File: src/rtl/lcd_text_driver.sv
// lcd_text_driver: HD44780 4-bit write-only character LCD driver with power-up init and start/busy/done frames.
// Define LCD_AUTO_REFRESH_EN to restart a frame automatically whenever the driver becomes idle.
//
// state    | meaning
// ---------+-------------------------------------------------------------
// ST_WAIT  | bus parked at reset values for INIT_WAIT ticks
// ST_INIT  | 12 command nibbles of the 4-bit power-up sequence
// ST_IDLE  | busy low, bus keeps last nibble with E low, waiting for start
// ST_FRAME | writing cmd 0x80, line 0, and optionally cmd 0xC0, line 1
module lcd_text_driver #(
    parameter int CLK_DIV   = 1000000,
    parameter int CHARS     = 16,
    parameter int NUM_LINES = 2,
    parameter int INIT_WAIT = 2
) (
    input  logic               clk,
    input  logic               rst,
    input  logic [8*CHARS-1:0] line0,
    input  logic [8*CHARS-1:0] line1,
    input  logic               start,
    output logic               busy,
    output logic               done,
    output logic               LCD_E,
    output logic               LCD_W,
    output logic               LCD_RS,
    output logic [3:0]         data
);

    localparam int TICK_W = (CLK_DIV > 1) ? $clog2(CLK_DIV) : 1;
    localparam logic [TICK_W-1:0] TICK_LAST = TICK_W'(CLK_DIV - 1);
    localparam int WAIT_W = $clog2(INIT_WAIT + 2);
    localparam logic [WAIT_W-1:0] WAIT_LAST = WAIT_W'((INIT_WAIT > 0) ? INIT_WAIT - 1 : 0);
    localparam int IDX_W = $clog2(CHARS) + 1;
    localparam logic [IDX_W-1:0] IDX_LAST = IDX_W'(CHARS - 1);
    localparam logic [3:0] INIT_LAST = 4'd11;

    typedef enum logic [1:0] {ST_WAIT, ST_INIT, ST_IDLE, ST_FRAME} state_t;
    typedef enum logic [1:0] {PH_SETUP, PH_STROBE, PH_HOLD} phase_t;
    typedef enum logic [1:0] {SEG_CMD0, SEG_TXT0, SEG_CMD1, SEG_TXT1} seg_t;

    state_t             state_q, state_d;
    phase_t             phase_q, phase_d;
    seg_t               seg_q, seg_d;
    logic [TICK_W-1:0]  tick_q, tick_d;
    logic [WAIT_W-1:0]  wait_q, wait_d;
    logic [3:0]         init_idx_q, init_idx_d;
    logic [IDX_W-1:0]   char_idx_q, char_idx_d;
    logic               half_q, half_d;
    logic [8*CHARS-1:0] shadow0_q, shadow0_d;
    logic [8*CHARS-1:0] shadow1_q, shadow1_d;
    logic               e_q, e_d;
    logic               rs_q, rs_d;
    logic [3:0]         data_q, data_d;
    logic               busy_q, busy_d;
    logic               done_q, done_d;

    logic               tick;
    logic               nib_end;
    logic               accept;
    logic               frame_end;
    logic [8*CHARS-1:0] sh0;
    logic [8*CHARS-1:0] sh1;
    logic [7:0]         cur_char;

    function automatic logic [3:0] init_nibble(input logic [3:0] idx);
        case (idx)
            4'd0, 4'd1, 4'd2: init_nibble = 4'h3;
            4'd3, 4'd4:       init_nibble = 4'h2;
            4'd5:             init_nibble = 4'h8;
            4'd7:             init_nibble = 4'h6;
            4'd9:             init_nibble = 4'hC;
            4'd11:            init_nibble = 4'h1;
            default:          init_nibble = 4'h0;
        endcase
    endfunction

    assign tick    = (tick_q == TICK_LAST);
    assign nib_end = tick && (phase_q == PH_HOLD);

`ifdef LCD_AUTO_REFRESH_EN
    assign accept = 1'b1;
`else
    // The done cycle is idle but must not accept, so the next frame starts one cycle later.
    assign accept = start && !done_q;
`endif

    always_ff @(posedge clk) begin
        if (rst) begin
            state_q    <= ST_WAIT;
            phase_q    <= PH_SETUP;
            seg_q      <= SEG_CMD0;
            tick_q     <= '0;
            wait_q     <= '0;
            init_idx_q <= '0;
            char_idx_q <= '0;
            half_q     <= 1'b0;
            shadow0_q  <= '0;
            shadow1_q  <= '0;
            e_q        <= 1'b0;
            rs_q       <= 1'b0;
            data_q     <= 4'h0;
            busy_q     <= 1'b1;
            done_q     <= 1'b0;
        end else begin
            state_q    <= state_d;
            phase_q    <= phase_d;
            seg_q      <= seg_d;
            tick_q     <= tick_d;
            wait_q     <= wait_d;
            init_idx_q <= init_idx_d;
            char_idx_q <= char_idx_d;
            half_q     <= half_d;
            shadow0_q  <= shadow0_d;
            shadow1_q  <= shadow1_d;
            e_q        <= e_d;
            rs_q       <= rs_d;
            data_q     <= data_d;
            busy_q     <= busy_d;
            done_q     <= done_d;
        end
    end

    always_comb begin
        state_d    = state_q;
        phase_d    = phase_q;
        seg_d      = seg_q;
        tick_d     = tick ? '0 : tick_q + 1'b1;
        wait_d     = wait_q;
        init_idx_d = init_idx_q;
        char_idx_d = char_idx_q;
        half_d     = half_q;
        shadow0_d  = shadow0_q;
        shadow1_d  = shadow1_q;
        frame_end  = 1'b0;

        if ((state_q == ST_INIT || state_q == ST_FRAME) && tick) begin
            case (phase_q)
                PH_SETUP:  phase_d = PH_STROBE;
                PH_STROBE: phase_d = PH_HOLD;
                default:   phase_d = PH_SETUP;
            endcase
        end

        unique case (state_q)
            ST_WAIT: begin
                if (INIT_WAIT == 0) begin
                    state_d    = ST_INIT;
                    tick_d     = '0;
                    phase_d    = PH_SETUP;
                    init_idx_d = '0;
                end else if (tick) begin
                    if (wait_q == WAIT_LAST) begin
                        state_d    = ST_INIT;
                        phase_d    = PH_SETUP;
                        init_idx_d = '0;
                    end else begin
                        wait_d = wait_q + 1'b1;
                    end
                end
            end
            ST_INIT: begin
                if (nib_end) begin
                    if (init_idx_q == INIT_LAST) begin
                        state_d = ST_IDLE;
                    end else begin
                        init_idx_d = init_idx_q + 4'd1;
                    end
                end
            end
            ST_IDLE: begin
                if (accept) begin
                    state_d    = ST_FRAME;
                    tick_d     = '0;
                    phase_d    = PH_SETUP;
                    seg_d      = SEG_CMD0;
                    char_idx_d = '0;
                    half_d     = 1'b0;
                    shadow0_d  = line0;
                    shadow1_d  = line1;
                end
            end
            ST_FRAME: begin
                if (nib_end) begin
                    half_d = ~half_q;
                    if (half_q) begin
                        unique case (seg_q)
                            SEG_CMD0: begin
                                seg_d      = SEG_TXT0;
                                char_idx_d = '0;
                            end
                            SEG_TXT0: begin
                                if (char_idx_q != IDX_LAST) begin
                                    char_idx_d = char_idx_q + 1'b1;
                                end else if (NUM_LINES == 2) begin
                                    seg_d = SEG_CMD1;
                                end else begin
                                    state_d   = ST_IDLE;
                                    frame_end = 1'b1;
                                end
                            end
                            SEG_CMD1: begin
                                seg_d      = SEG_TXT1;
                                char_idx_d = '0;
                            end
                            SEG_TXT1: begin
                                if (char_idx_q != IDX_LAST) begin
                                    char_idx_d = char_idx_q + 1'b1;
                                end else begin
                                    state_d   = ST_IDLE;
                                    frame_end = 1'b1;
                                end
                            end
                        endcase
                    end
                end
            end
        endcase
    end

    // Outputs are registered from the next-state view, so RS/data only move when a setup phase begins.
    always_comb begin
        e_d      = 1'b0;
        rs_d     = rs_q;
        data_d   = data_q;
        busy_d   = 1'b1;
        done_d   = frame_end;
        sh0      = shadow0_q << {char_idx_d, 3'b000};
        sh1      = shadow1_q << {char_idx_d, 3'b000};
        cur_char = (seg_d == SEG_TXT1) ? sh1[8*CHARS-1 -: 8] : sh0[8*CHARS-1 -: 8];

        unique case (state_d)
            ST_INIT: begin
                e_d    = (phase_d == PH_STROBE);
                rs_d   = 1'b0;
                data_d = init_nibble(init_idx_d);
            end
            ST_FRAME: begin
                e_d = (phase_d == PH_STROBE);
                unique case (seg_d)
                    SEG_CMD0: begin
                        rs_d   = 1'b0;
                        data_d = half_d ? 4'h0 : 4'h8;
                    end
                    SEG_CMD1: begin
                        rs_d   = 1'b0;
                        data_d = half_d ? 4'h0 : 4'hC;
                    end
                    default: begin
                        rs_d   = 1'b1;
                        data_d = half_d ? cur_char[3:0] : cur_char[7:4];
                    end
                endcase
            end
            ST_IDLE: busy_d = 1'b0;
            default: ;
        endcase
    end

    assign busy   = busy_q;
    assign done   = done_q;
    assign LCD_E  = e_q;
    assign LCD_W  = 1'b0;
    assign LCD_RS = rs_q;
    assign data   = data_q;

endmodule

File: config.mk
export PLATFORM = sky130hd
export DESIGN_NAME = lcd_text_driver
export DESIGN_NICKNAME = d
export VERILOG_FILES = /design/src/rtl/lcd_text_driver.sv
export SDC_FILE = /design/constraint.sdc
export NUM_CORES = 1
export LEC_CHECK = 0
export ABC_AREA = 1
export CAP_MARGIN = 10
export CORE_MARGIN = 1
export CORE_UTILIZATION = 58
export CTS_BUF_LIST = sky130_fd_sc_hd__clkbuf_4 sky130_fd_sc_hd__clkbuf_8
export DETAILED_ROUTE_END_ITERATION = 8
export GPL_ROUTABILITY_DRIVEN = 0
export GPL_TIMING_DRIVEN = 1
export HOLD_SLACK_MARGIN = 0.1
export PLACE_DENSITY = 0.88
export SLEW_MARGIN = 20
export SYNTH_ARGS = -nofsm -noshare
export SYNTH_HDL_FRONTEND = slang
export SYNTH_SLANG_ARGS = --single-unit
File: constraint.sdc
create_clock -name clk -period 6.5 [get_ports clk]
set_input_delay 0.975 -clock clk [delete_from_list [all_inputs] [get_ports clk]]
set_output_delay 0.975 -clock clk [all_outputs]
set_load 0.005 [all_outputs]
==> impl_metrics.py, run 1 <==
metrics = {
    "run_status": {
        "status": "finished clean",
    },
    "critical_path": {
        "cp_max_fo": 70,
        "cp.required_ns": 6.91,
        "start_kind": "input port",
        "reg2reg_to": "data[0]",
        "critical_path_arrival_ns": 5.08,
        "critPathKind": "in2reg",
        "reg2reg_depth": 18,
        "reg2reg_slack_ns": 1.89,
        "r2r-start": "char_idx_q[0]",
        "cp-startpoint": "start",
        "endpoint": "data[3]",
        "cp-end-kind": "register",
    },
    "logic_synthesis": {
        "synth.avg_cell_area_um2": 6.752,
        "synth_top_area_share_pct": 44.00,
        "netlist_top_cells_count": "nor2_1 (571), nand3_1 (322), dfxtp_1 (302)",
        "syn_area_um2": 13740,
        "synth_area_leaders": "dfxtp_1 (44%), nor2_1 (16%), nand3_1 (12%)",
        "synth_most_common_cell": "nor2_1",
        "yosys.area.top_type": "dfxtp_1",
        "async_reset_ff_share_pct": 0,
        "synth.distinct_cells": 40,
        "syn_nets": 2301,
        "synth_warnings": 0,
        "synthCells": 2035,
        "synth-seq-cells": 302,
        "synth_seq_area_share_pct": 44.00,
        "ys.flop_type": "dfxtp_1",
        "synth_edf_count": 0,
    },
    "die": {
        "ios": 268,
        "start_util_pct": 59.96,
        "rows": 55,
        "fp.dieW_um": 155.9,
        "core_area_um2": 22920,
        "die-area_um2": 24310,
        "dieHeight_um": 155.9,
    },
    "sta": {
        "finClkSkew_ns": 0.01563,
        "slew_violations": 0,
        "fin_crit_sh_pct": 71.77,
        "period_minus_slack_ns": 4.665,
        "fmax_mhz": 214.4,
        "setup_viol": 0,
        "rsz0062_at_grt": "false",
        "hold_violations": 0,
        "fin_tns_setup_ns": 0,
        "worst_slew_margin_rel_pct": 29.90,
        "max_slew.worst_pin.slew_ns": 1.052,
    },
    "final_layout": {
        "final_cell_count_no_fill": 2569,
        "final_nets": 2483,
        "area_growth_syn_to_layout_pct": 26.18,
        "n_antenna_cell": 0,
        "drive_gt1_share_pct": 5.674,
    },
    "pwr": {
        "power.density_nw_per_um2": 223.2,
        "p_seq_share_pct": 48.0,
        "p_int_w": 0.003030,
        "power_switching_w": 0.0008391,
        "power_frac_comb_pct": 6.1,
        "leakage_nw": 6.289,
        "p_clk_share_pct": 45.9,
        "ir_drop_v": 0.0001681,
        "swShare_pct": 21.69,
    },
    "route": {
        "wl_per_cell_um": 16.17,
        "postRouteAntennaNets": 0,
        "drt-total-wl_um": 41550,
        "via_per_inst": 5.598,
        "drt_iter0_markers": 1617,
        "drc": 0,
        "vias": 14380,
        "drt-pass1-iter-count": 6,
    },
    "clock_tree": {
        "cts_sinks": 302,
        "clk_pin_slew_ns": 0.06,
        "cts.root.buffer_cell": "clkbuf_8",
        "numCtsBuffers": 48,
        "post_cts_buffers": 0,
        "cts_hold_buf": 0,
        "cts_resized": 0,
        "cts_tree": "yes",
        "clk_latency_ns": 0.57,
        "clockBufferDepth": 3,
        "ctsHtreeMaxLevel": 2,
    },
    "grt": {
        "grt_max_degree": 162,
        "overflow": 0,
        "grt_pass1_wl_um": 65690,
        "grtUsageTotal_pct": 33.79,
        "grt_pass1_vias": 13310,
        "antenna_found_initial": 0,
    },
    "place": {
        "dp_hpwl_um": 27750,
        "placed_cells": 2480,
        "io_buffers": 266,
    },
    "worst_hold_path": {
        "hold_path.class": "reg2reg",
        "min-delay-start": "tick_q[0]",
    },
    "job": {
        "maxCapViolCount": 0,
    },
}
[power by group through the flow]
stage	logic, W	registers [W]	clock network (W)
after floorplan	0.0000571	0.00190	0
after global placement	0.000233	0.00190	0
final	0.000237	0.00186	0.00178
after detailed placement	0.000233	0.00190	0
after CTS	0.000236	0.00186	0.00179
after global routing	0.000254	0.00185	0.00188
[cell families after synthesis]
| family | Yosys count | synth area share, % |
|---|---|---|
| other | 1 | 0.02729 |
| adder cells (fa/ha/maj) | 7 | 0.6374 |
| flip-flops | 302 | 44.00 |
| buffers and inverters | 205 | 6.338 |
| AND/OR/NAND/NOR | 1198 | 36.51 |
| AO/OA/AOI/OAI | 310 | 11.73 |
| XOR/XNOR | 12 | 0.7650 |
[through the flow]
stage	cell area (um2)	utilization (%)	power [W]	hold slack (ns)	worst slack (ns)
2_1_floorplan	13740	-	0.001953	0.4179	3.919
3_3_place_gp	16260	70.94	0.002129	0.4277	1.311
3_5_place_dp	16260	70.94	0.002130	0.4408	1.296
4_1_cts	17340	75.66	0.003877	0.4548	1.867
5_1_grt	17340	75.66	0.003984	0.4778	1.558
6_report	17340	75.66	0.003869	0.4541	1.835
[worst max-delay path, cell delays in order]
cell             delay [ns]
clkdlybuf4s50_1        0.40
inv_1                  0.06
nor2_1                 0.08
nand2_4                0.51
nand3_4                0.83
inv_2                  0.51
buf_4                  0.62
nand3_1                0.23
nand3_1                0.14
nand3_1                0.09
nand3_1                0.15
nand3_1                0.11
nand3_1                0.12
nand2_1                0.06
nand2_1                0.05
a21oi_1                0.05
[metal layers]
| layer | wire length [um] | track usage, % | vias up |
|---|---|---|---|
| met4 | 1864 | 16.99 | 0 |
| met2 | 19250 | 55.36 | 756 |
| met5 | 0 | 0 | - |
| met1 | 16750 | 43.06 | 6490 |
| li1 | - | - | 7017 |
| met3 | 3690 | 5.556 | 117 |
[worst min path at each step]
stage | slack, ns | cells after the start | to
6_report | 0.45 | 1 | tick_q[0]
5_1_grt | 0.48 | 2 | shadow1_q[5]
4_1_cts | 0.45 | 1 | tick_q[0]
3_5_place_dp | 0.44 | 1 | tick_q[0]
3_3_place_gp | 0.43 | 1 | tick_q[0]
2_1_floorplan | 0.42 | 1 | tick_q[0]
[cell usage in the layout (no fill, tap or decap), drive strengths merged, types with 7 or more instances in the layout]
cell / instances
buf: 8
ha: 7
nand4: 9
a21oi: 23
clkdlybuf4s50: 266
inv: 59
o21ai: 275
nand2: 269
clkbuf: 77
nor2: 580
xor2: 9
nor3: 11
dfxtp: 302
nand3: 326
clkinv: 12
[state kept, by name, summed over array words and instances (netlist names), 2 cells and up]
| name | flops |
|---|---|
| char_idx_q | 5 |
| state_q | 2 |
| seg_q | 2 |
| shadow1_q | 128 |
| tick_q | 20 |
| phase_q | 2 |
| wait_q | 2 |
| shadow0_q | 128 |
| init_idx_q | 4 |
| data | 4 |
[final cells by class]
type / count / area [um2]
multi-input combinational: 1528 / 6847
inverter: 63 / 250.2
fill: 1758 / 5578
sequential: 302 / 6046
clock buffer: 77 / 965.9
timing repair buffer: 274 / 2723
tap: 313 / 391.6
clock inverter: 12 / 115.1
Power figures use the tool's default switching activity.
==> run 2: changes to the inputs <==
Settings changed: CORE_UTILIZATION 58 to 49, PLACE_DENSITY 0.88 to 0.79.
Clock period 6.5 ns to 3.97 ns, I/O delays scaled along.
==> impl_metrics.py, run 2 (same netlist as run 1, synthesis figures left out) <==
metrics = {
    "sta": {
        "worst_slew_margin_rel_pct": 22.09,
        "fin_tns_setup_ns": 0,
        "fmax_mhz": 282.4,
        "slew_violations": 0,
        "finClkSkew_ns": 0.01628,
        "period_minus_slack_ns": 3.541,
        "max_slew.worst_pin.slew_ns": 1.169,
        "rsz0062_at_grt": "false",
        "fin_crit_sh_pct": 89.20,
        "setup_viol": 0,
        "hold_violations": 0,
    },
    "final_layout": {
        "final_nets": 2498,
        "largest_registers": "shadow0_q: 128 flops, shadow1_q: 128 flops, tick_q: 20 flops",
        "final_cell_mix": "nor2_1 (571), nand3_1 (322), dfxtp_1 (302)",
        "final_util_pct": 64.63,
        "drive_gt1_share_pct": 6.214,
        "final_common_cell": "nor2_1",
        "filler_cell_count": 2414,
        "area_growth_syn_to_layout_pct": 28.17,
    },
    "clock_tree": {
        "clockBufferDepth": 3,
        "ctsHtreeMaxLevel": 2,
        "post_cts_buffers": 0,
        "clk_pin_slew_ns": 0.06,
        "cts_hold_buf": 0,
        "numCtsBuffers": 49,
        "cts_sinks": 302,
        "cts_resized": 0,
        "clk_latency_ns": 0.57,
        "cts.root.buffer_cell": "clkbuf_8",
        "cts_tree": "yes",
    },
    "worst_hold_path": {
        "hold_depth": 2,
        "hold_path.class": "reg2reg",
    },
    "run_status": {
        "status": "finished clean",
    },
    "place": {
        "io_buffers": 266,
        "dp_hpwl_um": 29050,
    },
    "grt": {
        "grt_pass1_vias": 13380,
        "antenna_found_initial": 1,
        "grt_pass1_wl_um": 67620,
        "grtUsageTotal_pct": 29.23,
        "overflow": 0,
        "grt_max_degree": 254,
    },
    "route": {
        "vias": 14470,
        "wl_per_cell_um": 16.13,
        "drt-total-wl_um": 42610,
        "drt_iter0_markers": 1642,
        "via_per_inst": 5.477,
        "drt-pass1-iter-count": 6,
        "drc": 0,
        "postRouteAntennaNets": 0,
    },
    "die": {
        "rows": 60,
        "die-area_um2": 28720,
        "dieHeight_um": 169.5,
        "core_area_um2": 27250,
        "start_util_pct": 50.42,
        "ios": 268,
        "fp.dieW_um": 169.5,
    },
    "critical_path": {
        "cp_max_fo": 16,
        "critPathBufInv": 0,
        "max_stage_delay_ns": 0.98,
        "reg2reg_depth": 13,
        "slowest_stage": "a21oi_2",
        "cp.required_ns": 4.46,
        "cp-end-kind": "register",
        "timing.critical_path.mode_cell": "nand3_1",
        "crit_family": "simple AND/OR/NAND/NOR gates",
        "critical_path_arrival_ns": 4.03,
        "crit_path_cell_trace": "ha_1 > nand3_2 > nor2_2 > nand4_1 > nor2_2 > nand3_1 > a21oi_2 > nand3_1 > nand3_1 > nand3_1 > nand3_1 > nand3_1 > a21oi_1",
        "path_depth": 13,
        "start_kind": "register",
        "critPathKind": "reg2reg",
    },
    "pwr": {
        "ir_drop_v": 0.0001885,
        "leakage_nw": 6.386,
        "power.density_nw_per_um2": 358.2,
        "power_w": 0.006308,
    },
    "job": {
        "maxCapViolCount": 0,
    },
}
## run 2: changes by cell type in the layout (fill, tap and decap cells not counted)
cell | previous run | this run
clkinv_2 | 9 | 4
buf_12 | 0 | 5
clkbuf_4 | 15 | 19
buf_16 | 0 | 2
a21oi_2 | 0 | 1
buf_4 | 8 | 14
clkbuf_8 | 62 | 63
bufinv_16 | 2 | 1
diode_2 | 0 | 1
## run 2: layout make-up
class                      count  area [um2]  share of cell area [%]
antenna                        1       2.502                 0.01421
clock buffer                  82        1010                   5.733
clock inverter                 6       60.06                  0.3410
inverter                      63       250.2                   1.421
multi-input combinational   1529        6855                   38.92
sequential                   302        6046                   34.33
tap                          372       465.4                   2.643
timing repair buffer         287        2923                   16.60
## run 2: per-stage QoR
step	hold WS (ns)	setup WS (ns)	instances	area (um2)
after floorplan	0.4179	1.594	2035	13740
after global placement	0.4312	0.4271	2550	16480
after detailed placement	0.4529	0.2187	2550	16480
after CTS	0.4607	0.2149	2638	17550
after global routing	0.4654	0.1425	2641	17610
final	0.4645	0.4286	2642	17610
## run 2: report_power, final
part	internal, W	switching [W]	total [W]
clock network	0.00166	0.00121	0.00287
registers	0.00304	0.00000289	0.00304
logic	0.000258	0.000138	0.000396
total	0.00495	0.00135	0.00631
## run 2: per-layer routing
layer | track usage, % | routed length (um) | up-vias
met5 | 0 | 0 | -
li1 | - | - | 7045
met2 | 48.77 | 20250 | 655
met4 | 12.73 | 1520 | 0
met3 | 4.827 | 3293 | 101
met1 | 37.23 | 17550 | 6668
## run 2: final timing paths
kind | from | endpoint | slack [ns]
worst max-delay path | tick_q[0] | data[0] | 0.43
worst min-delay path | shadow1_q[5] | shadow1_q[5] | 0.46
worst max register to register | tick_q[0] | data[0] | 0.43
worst min register to register | shadow1_q[5] | shadow1_q[5] | 0.46
## run 2: worst register-to-register path, cell delays in order, from the launching register on
cell and delay (ns):
dfxtp_1 0.36, ha_1 0.21, nand3_2 0.12, nor2_2 0.19, nand4_1 0.21, nor2_2 0.20
nand3_1 0.25, a21oi_2 0.98, nand3_1 0.37, nand3_1 0.16, nand3_1 0.08, nand3_1 0.11
nand3_1 0.09, a21oi_1 0.13
==> run 3: changes to the inputs <==
Settings changed: CORE_ASPECT_RATIO from default to 1.25.
Clock period 3.97 ns to 3 ns, I/O delays scaled along.
==> impl_metrics.py, run 3 (same netlist as run 1, synthesis figures left out) <==
metrics = {
    "sta": {
        "worst_slew_margin_rel_pct": 48.26,
        "slew_violations": 0,
        "period_minus_slack_ns": 2.873,
        "fin_crit_sh_pct": 95.77,
        "hold_violations": 0,
        "finClkSkew_ns": 0.02186,
        "setup_viol": 0,
        "fmax_mhz": 348.1,
        "rsz0062_at_grt": "true",
        "max_slew.worst_pin.slew_ns": 0.7761,
    },
    "pwr": {
        "power_w": 0.008281,
        "p_int_w": 0.006479,
        "power_frac_comb_pct": 6.5,
        "power.density_nw_per_um2": 452.2,
        "swShare_pct": 21.76,
        "p_clk_share_pct": 44.9,
        "power_switching_w": 0.001802,
        "p_seq_share_pct": 48.6,
        "ir_drop_v": 0.0002785,
        "leakage_nw": 6.702,
    },
    "clock_tree": {
        "numCtsBuffers": 46,
        "ctsHtreeMaxLevel": 2,
        "cts_sinks": 302,
        "clk_pin_slew_ns": 0.06,
        "clockBufferDepth": 3,
        "clk_latency_ns": 0.57,
        "cts_tree": "yes",
        "cts.root.buffer_cell": "clkbuf_8",
    },
    "critical_path": {
        "critPathKind": "reg2reg",
        "cp-end-kind": "register",
        "r2r-start": "tick_q[9]",
        "critical_path_arrival_ns": 3.37,
        "start_kind": "register",
        "cp-startpoint": "tick_q[9]",
        "cp.required_ns": 3.49,
        "cp_max_fo": 7,
        "reg2reg_slack_ns": 0.13,
    },
    "die": {
        "die-area_um2": 28720,
        "start_util_pct": 49.85,
        "fp.dieW_um": 151.8,
        "core_area_um2": 27570,
        "ios": 268,
        "dieHeight_um": 189.2,
        "rows": 68,
    },
    "grt": {
        "grt_pass1_wl_um": 67070,
        "antenna_found_initial": 0,
        "grtUsageTotal_pct": 29.51,
        "overflow": 0,
        "grt_pass1_vias": 13660,
        "grt_max_degree": 102,
    },
    "final_layout": {
        "area_growth_syn_to_layout_pct": 33.28,
        "final_common_cell": "nor2_1",
        "final_nets": 2533,
        "final_cell_mix": "nor2_1 (567), nand3_1 (301), dfxtp_1 (295)",
        "final_util_pct": 66.44,
        "filler_cell_count": 2305,
        "largest_registers": "shadow0_q: 128 flops, shadow1_q: 128 flops, tick_q: 20 flops",
        "drive_gt1_share_pct": 9.435,
        "n_antenna_cell": 0,
        "final_cell_count_no_fill": 2650,
    },
    "place": {
        "dp_hpwl_um": 30470,
        "placed_cells": 2554,
        "io_buffers": 266,
    },
    "worst_hold_path": {
        "hold_path.class": "reg2reg",
        "min-delay-start": "tick_q[0]",
    },
    "route": {
        "wl_per_cell_um": 16.92,
        "postRouteAntennaNets": 0,
        "via_per_inst": 5.569,
        "drt_iter0_markers": 1236,
        "drc": 0,
        "drt-total-wl_um": 44830,
        "drt-pass1-iter-count": 6,
        "vias": 14760,
    },
    "run_status": {
        "status": "finished clean",
    },
    "job": {
        "maxCapViolCount": 0,
    },
}
run 3: changes by cell type in the layout (fill, tap and decap cells not counted), moves of 8 or more:
cell | previous run | this run
nand3_1 | 322 | 301
buf_4 | 14 | 31
clkbuf_4 | 19 | 9
nand3_2 | 3 | 22
buf_12 | 5 | 18
nor2_4 | 0 | 8
run 3: power by group through the flow:
stage	Combinational, W	Clock [W]	Sequential (W)
2_1_floorplan	0.000124	0	0.00411
3_3_place_gp	0.000527	0	0.00411
3_5_place_dp	0.000529	0	0.00411
4_1_cts	0.000532	0.00375	0.00402
5_1_grt	0.000573	0.00395	0.00402
6_report	0.000537	0.00372	0.00402
run 3: cell type report:
cell class	instances	area (um2)	share of cell area (%)
Timing Repair Buffer	326	3465	18.92
Inverter	63	262.8	1.435
Clock buffer	67	865.8	4.728
Multi-Input combinational cell	1528	7073	38.62
Clock inverter	14	152.6	0.8335
Tap cell	350	437.9	2.391
Sequential cell	302	6057	33.07
run 3: per-layer routing:
| layer | vias to the layer above | GRT usage, % | wire length, um |
|---|---|---|---|
| li1 | 7118 | - | - |
| met1 | 6792 | 35.12 | 16980 |
| met2 | 684 | 51.21 | 21830 |
| met3 | 164 | 3.494 | 3386 |
| met4 | 0 | 15.61 | 2641 |
| met5 | - | 0 | 0 |
run 3: timing repair:
action / 4_1_cts / 5_1_grt
endpoints found under the setup margin: 0 / 4
buffers inserted: 0 / 8
gates resized for setup: 0 / 66
hold buffers: 0 / 0
run 3: critical path, cell delays in order, from the launching register on:
cell and delay [ns]:
dfxtp_2 0.37, inv_2 0.07, nor2_4 0.12, nand2_2 0.08, nor2_4 0.13, nand4_1 0.22
nor2_2 0.25, nand2_1 0.09, nand2_2 0.09, nand3_4 0.21, buf_6 0.22, buf_6 0.15
nand3_1 0.10, nand3_1 0.12, nand3_2 0.14, nand3_1 0.10, nand3_1 0.11, nand3_1 0.09
a21oi_1 0.13
run 3: metrics by stage:
| step | area [um2] | setup slack [ns] | setup TNS, ns | hold slack [ns] |
|---|---|---|---|---|
| floorplan | 13740 | 0.6242 | 0 | 0.4179 |
| global placement | 16820 | 0.1235 | 0 | 0.4303 |
| detailed placement | 16820 | 0.06118 | 0 | 0.4471 |
| CTS | 17840 | 0.06488 | 0 | 0.4617 |
| global route | 18310 | -0.07927 | -0.2539 | 0.4581 |
| finish | 18310 | 0.1270 | 0 | 0.4420 |
run 3: worst paths after layout:
kind | to | cells after the start
setup / recovery | data[0] | 18
hold / removal | tick_q[0] | 1
setup reg to reg | data[0] | 18
hold reg to reg | tick_q[0] | 1
